File: config.mk
export PLATFORM = sky130hd
export DESIGN_NAME = ysyx_23060184_ifu_flat
export DESIGN_NICKNAME = d
export VERILOG_FILES = /design/src/rtl/ysyx_23060184_pkg.sv /design/src/rtl/ysyx_23060184_ifu_if.sv /design/src/rtl/ysyx_23060184_ifu.sv /design/src/flat_wrapper.sv
export SDC_FILE = /design/constraint.sdc
export NUM_CORES = 1
export LEC_CHECK = 0
export CORE_MARGIN = 4
export CORE_UTILIZATION = 42
export CTS_CLUSTER_DIAMETER = 150
export DETAILED_ROUTE_END_ITERATION = 7
export PLACE_DENSITY_LB_ADDON = 0.08
export SYNTH_ARGS = -nofsm -noshare
export SYNTH_HDL_FRONTEND = slang
export SYNTH_SLANG_ARGS = --single-unit
File: constraint.sdc
create_clock -name clk -period 2.8 [get_ports clk]
set_input_delay 0.56 -clock clk [delete_from_list [all_inputs] [get_ports clk]]
set_output_delay 0.56 -clock clk [all_outputs]
set_load 0.005 [all_outputs]
File: src/rtl/ysyx_23060184_pkg.sv
// ysyx_23060184_pkg
//   Definitions shared by the IFU: the FSM state encoding, the default
//   reset PC and the AXI read-response OKAY code.
package ysyx_23060184_pkg;

    typedef enum logic [2:0] {
        S_IDLE = 3'd0,   // one cycle after reset release
        S_AR   = 3'd1,   // address phase
        S_R    = 3'd2,   // data phase
        S_OUT  = 3'd3,   // instruction presented to decode
        S_WAIT = 3'd4    // waiting for the next PC
    } ifu_state_e;

    localparam logic [31:0] IFU_RESET_PC = 32'h8000_0000;
    localparam logic [1:0]  RRESP_OKAY   = 2'b00;

endpackage

File: src/rtl/ysyx_23060184_ifu_if.sv
// ysyx_23060184_ifu_if
//   Instruction-memory read bus (AXI-lite style AR and R channels).
//   master : IFU side   (drives arvalid/araddr/rready)
//   slave  : memory side (drives arready/rvalid/rdata/rresp)
interface ysyx_23060184_ifu_if #(
    parameter int DATA_WIDTH = 32
);
    logic                  imem_arvalid;
    logic [DATA_WIDTH-1:0] imem_araddr;
    logic                  imem_arready;
    logic                  imem_rvalid;
    logic [DATA_WIDTH-1:0] imem_rdata;
    logic [1:0]            imem_rresp;
    logic                  imem_rready;

    modport master (
        output imem_arvalid, imem_araddr, imem_rready,
        input  imem_arready, imem_rvalid, imem_rdata, imem_rresp
    );

    modport slave (
        input  imem_arvalid, imem_araddr, imem_rready,
        output imem_arready, imem_rvalid, imem_rdata, imem_rresp
    );
endinterface

File: src/rtl/ysyx_23060184_ifu.sv
// ysyx_23060184_ifu
//   Instruction fetch unit: holds the PC, fetches one instruction per PC
//   over the imem bus, presents it to decode and waits for the next PC.
//
//   Ports
//     clk, resetn          : clock, asynchronous active-low reset
//     NPC, npc_valid       : next PC from the NPC stage and its commit strobe
//     imem                 : instruction-memory read bus (master modport)
//     PC, Inst, inst_valid : presented instruction and its address
//     inst_ready           : decode accepts Inst
//     fetch_err            : fault attached to the presented Inst
//
//   Optional feature: define YSYX_23060184_IFU_ALIGN_CHK_EN to turn a
//   misaligned PC into a fetch fault without touching the bus.
module ysyx_23060184_ifu
    import ysyx_23060184_pkg::*;
#(
    parameter int                    DATA_WIDTH = 32,
    parameter logic [DATA_WIDTH-1:0] RESET_PC   = DATA_WIDTH'(IFU_RESET_PC)
) (
    input  logic                  clk,
    input  logic                  resetn,
    input  logic [DATA_WIDTH-1:0] NPC,
    input  logic                  npc_valid,
    ysyx_23060184_ifu_if.master   imem,
    output logic [DATA_WIDTH-1:0] PC,
    output logic [DATA_WIDTH-1:0] Inst,
    output logic                  inst_valid,
    input  logic                  inst_ready,
    output logic                  fetch_err
);

    ifu_state_e            state_q, state_d;
    logic [DATA_WIDTH-1:0] pc_q, pc_d;
    logic [DATA_WIDTH-1:0] inst_q, inst_d;
    logic                  err_q, err_d;

    always_comb begin
        state_d = state_q;
        pc_d    = pc_q;
        inst_d  = inst_q;
        err_d   = err_q;

        unique case (state_q)
            S_IDLE: state_d = S_AR;
            S_AR: begin
                if (imem.imem_arready) state_d = S_R;
            end
            S_R: begin
                if (imem.imem_rvalid) begin
                    inst_d  = imem.imem_rdata;
                    err_d   = (imem.imem_rresp != RRESP_OKAY);
                    state_d = S_OUT;
                end
            end
            S_OUT: begin
                // A PC committed in the same cycle as the handshake skips S_WAIT.
                if (inst_ready) begin
                    if (npc_valid) begin
                        pc_d    = NPC;
                        state_d = S_AR;
                    end else begin
                        state_d = S_WAIT;
                    end
                end
            end
            S_WAIT: begin
                if (npc_valid) begin
                    pc_d    = NPC;
                    state_d = S_AR;
                end
            end
            default: state_d = S_IDLE;
        endcase

`ifdef YSYX_23060184_IFU_ALIGN_CHK_EN
        // Screen the PC as the FSM enters S_AR: a misaligned address never
        // reaches the bus and is reported straight away as a faulting fetch.
        if (state_d == S_AR && state_q != S_AR && pc_d[1:0] != 2'b00) begin
            state_d = S_OUT;
            inst_d  = '0;
            err_d   = 1'b1;
        end
`endif
    end

    always_ff @(posedge clk or negedge resetn) begin
        if (!resetn) begin
            state_q <= S_IDLE;
            pc_q    <= RESET_PC;
            inst_q  <= '0;
            err_q   <= 1'b0;
        end else begin
            state_q <= state_d;
            pc_q    <= pc_d;
            inst_q  <= inst_d;
            err_q   <= err_d;
        end
    end

    // Handshake outputs are decoded from state alone.
    assign imem.imem_arvalid = (state_q == S_AR);
    assign imem.imem_rready  = (state_q == S_R);
    assign imem.imem_araddr  = pc_q;
    assign inst_valid        = (state_q == S_OUT);
    assign PC                = pc_q;
    assign Inst              = inst_q;
    assign fetch_err         = err_q;

endmodule

File: src/flat_wrapper.sv
// flat-port wrapper written by rule: the top's interface ports become plain ports
module ysyx_23060184_ifu_flat import ysyx_23060184_pkg::*;
#(
    parameter int                    DATA_WIDTH = 32,
    parameter logic [DATA_WIDTH-1:0] RESET_PC   = DATA_WIDTH'(IFU_RESET_PC)
)
  (clk, resetn, NPC, npc_valid, PC, Inst, inst_valid, inst_ready, fetch_err, imem_imem_arvalid, imem_imem_araddr, imem_imem_rready, imem_imem_arready, imem_imem_rvalid, imem_imem_rdata, imem_imem_rresp);
  ysyx_23060184_ifu_if #(.DATA_WIDTH(DATA_WIDTH)) imem_i ();
  input  logic clk;
  input  logic resetn;
  input  logic [DATA_WIDTH-1:0] NPC;
  input  logic npc_valid;
  output logic [DATA_WIDTH-1:0] PC;
  output logic [DATA_WIDTH-1:0] Inst;
  output logic inst_valid;
  input  logic inst_ready;
  output logic fetch_err;
  output wire logic [$bits(imem_i.imem_arvalid)-1:0] imem_imem_arvalid;
  output wire logic [$bits(imem_i.imem_araddr)-1:0] imem_imem_araddr;
  output wire logic [$bits(imem_i.imem_rready)-1:0] imem_imem_rready;
  input wire logic [$bits(imem_i.imem_arready)-1:0] imem_imem_arready;
  input wire logic [$bits(imem_i.imem_rvalid)-1:0] imem_imem_rvalid;
  input wire logic [$bits(imem_i.imem_rdata)-1:0] imem_imem_rdata;
  input wire logic [$bits(imem_i.imem_rresp)-1:0] imem_imem_rresp;
  assign imem_imem_arvalid = imem_i.imem_arvalid;
  assign imem_imem_araddr = imem_i.imem_araddr;
  assign imem_imem_rready = imem_i.imem_rready;
  assign imem_i.imem_arready = imem_imem_arready;
  assign imem_i.imem_rvalid = imem_imem_rvalid;
  assign imem_i.imem_rdata = imem_imem_rdata;
  assign imem_i.imem_rresp = imem_imem_rresp;
  ysyx_23060184_ifu #(.DATA_WIDTH(DATA_WIDTH), .RESET_PC(RESET_PC)) u_core (.clk(clk), .resetn(resetn), .NPC(NPC), .npc_valid(npc_valid), .imem(imem_i), .PC(PC), .Inst(Inst), .inst_valid(inst_valid), .inst_ready(inst_ready), .fetch_err(fetch_err));
endmodule
==> impl_metrics.toml <==
[status]
status = "finished clean"

[logic_synthesis]
syn-instance-count = 195
yosys_warnings = 0
synth.distinct_cells = 23
syn_avg_cell_area_um2 = 16.0
synth-seq-area-share_pct = 54.5
syn_nets = 267
syn_area_um2 = 3130
ys_ff_latch = 68

[clock_network]
cts_tree = "done"
cts_hold_buffers = 0
htree_levels = 3
cts_setup_buffers = 0
path_clk_slew_ps = 70
cts_inserted_buffers = 9
cts_buffer_depth = 2
cts_root_buffer = "clkbuf_8"
clk_latency_ps = 330
cts.sinks = 68
ctsResizeCount = 0

[timing]
worstMarginPinSlew_ps = 612
setup_tns_ps = 0
slew_violations = 0
setup_slack_ps = 526
setup_viol = 0
fmax_mhz = 440
hold_ws_ps = 236
rsz0062_at_grt = "no"
relSlewSlack_pct = 59.2
fin_crit_sh_pct = 81.2
period_minus_slack_ps = 2270
clock_skew_ps = 7.13
hold_viol = 0

[drt]
drt_iter0_drc = 30
drc = 0
wl_per_cell_um = 15.9
via_per_inst = 4.54
vias = 2022
dr.pass1.iters = 4
wl_um = 7070
final_antenna_net_count = 0

[die]
rows = 31
die_w_um = 94.3
die_y_um = 94.3
core_um2 = 7250
num_io_pins = 172
die_area_um2 = 8890
initial_utilization_pct = 43.1

[worst_setup_path]
critical_path_required_ps = 2240
critical_path_class = "reg2out"
cp-start-kind = "flop"
cp-startpoint = "u_core.state_q[0]$_DFFE_PN0P_"
r2r_start = "u_core.state_q[1]$_DFFE_PN0P_"
crit_path_end_kind = "output pin"
timing.rr.end = "u_core.PC[0]$_DFFE_PN0P_"
worstPathArrival_ps = 1710
reg2reg_depth = 4
worst-r2r-setup-slack_ps = 1120
path_max_fanout = 7

[placed_design]
post-place-ws_ps = 630
placement.io_buffers = 171
place_congestion = 0.686
dp_hpwl_um = 5260

[grt]
grt_pass1_vias = 2122
grtUsageTotal_pct = 15.9
grt.overflow.total = 0
grt_max_degree = 44
grt_pass1_wl_um = 10800
antenna_found_initial = 0

[power]
power_frac_seq_pct = 35.7
leakagePower_uw = 0.00215
cellPowerDensity_nw_per_um2 = 1080
switchingPower_uw = 1380
p_int_uw = 3840
ir_worst_vdd_mv = 0.495
switching_share_pct = 26.5
p_clk_share_pct = 13.1
p_comb_share_pct = 51.2

[finish]
drive_gt1_share_pct = 24.9
antenna_cells = 0
final_nets = 413
area_growth_syn_to_layout_pct = 55.2
mostFrequentLayoutCells = "clkdlybuf4s50_1 (170), dfrtp_1 (67), mux2_4 (58)"
fillers = 557
final_common_cell = "clkdlybuf4s50_1"

[worst_hold_path]
hp-class = "in2async"

[job]
drv_cap = 0
[metrics by stage]
| stage | instance area, um2 | instances | power, uW | utilization, % |
|---|---|---|---|---|
| after detailed placement | 4690 | 429 | 4580 | 64.6 |
| after CTS | 4850 | 445 | 5290 | 66.9 |
| after global routing | 4850 | 445 | 5530 | 66.9 |
| after floorplan | 3130 | 195 | 3170 | - |
| final | 4850 | 445 | 5220 | 66.9 |
| after global placement | 4690 | 429 | 4540 | 64.6 |
[synth_stat cells, drive strengths merged]
| cell type | count | area share, % |
|---|---|---|
| and4bb | 1 | 0.40 |
| nor2 | 6 | 0.72 |
| dfrtp | 67 | 54 |
| nor2b | 2 | 0.40 |
| nor3b | 2 | 0.84 |
| o21ai | 1 | 0.52 |
| buf | 40 | 10 |
| a21oi | 1 | 0.16 |
| a22o | 1 | 0.28 |
| nand2 | 1 | 0.12 |
| and4b | 1 | 0.44 |
| mux2 | 64 | 30 |
| o22ai | 1 | 0.20 |
| inv | 2 | 0.24 |
| a22oi | 1 | 0.24 |
| and2 | 1 | 0.20 |
| a31oi | 1 | 0.20 |
| nor3 | 1 | 0.16 |
| dfstp | 1 | 0.84 |
[critical path, cell delays in order, from the launching register on]
cell and delay (ps):
dfrtp_1 500, inv_1 110, nor2_1 120, and2_1 140
clkdlybuf4s50_1 510
[worst max path at each step]
stage | depth (start not counted) | end
6_report | 4 | inst_valid
5_1_grt | 4 | inst_valid
4_1_cts | 4 | inst_valid
3_5_place_dp | 5 | u_core.PC[0]$_DFFE_PN0P_
3_3_place_gp | 5 | u_core.PC[3]$_DFFE_PN0P_
2_1_floorplan | 4 | u_core.PC[10]$_DFFE_PN0P_
[power by group through the flow]
| stage | clock network, uW | registers (uW) | logic [uW] |
|---|---|---|---|
| 2_1_floorplan | 0 | 1840 | 1330 |
| 3_3_place_gp | 0 | 1860 | 2680 |
| 3_5_place_dp | 0 | 1870 | 2710 |
| 4_1_cts | 700 | 1870 | 2720 |
| 5_1_grt | 743 | 1940 | 2850 |
| 6_report | 682 | 1870 | 2680 |
[registers in the layout, indices dropped and copies added, names as in the netlist]
name,count
u_core.Inst,32
u_core.PC,32
u_core.fetch_err,1
u_core.state_q,3
[final cells by class]
| cell class | instances | area [um2] | share of cell area, % |
|---|---|---|---|
| repair buffers | 175 | 1760 | 36.3 |
| flip-flops and latches | 68 | 1700 | 35.1 |
| multi-input cells | 85 | 1090 | 22.5 |
| clock buffers | 14 | 153 | 3.15 |
| well taps | 99 | 124 | 2.55 |
| clock inverters | 2 | 10.0 | 0.206 |
| inverters | 2 | 7.51 | 0.155 |
[kinds of logic after synthesis]
logic type / count (synthesis) / share of synthesized area, %
AOI/OAI and AO/OA: 6 / 1.60
muxes: 64 / 30.0
buffers and inverters: 42 / 10.6
DFF: 68 / 54.5
and+or+nand+nor: 15 / 3.28
[per-layer routing]
metal	GRT usage [%]	vias up	part of all wire, %
met5	0	-	0
met4	8.54	0	2.5
met3	4.57	14	9.3
met2	23.4	101	47
met1	21.1	979	41
li1	-	928	-
No activity file was read; power rests on OpenSTA's default activity.
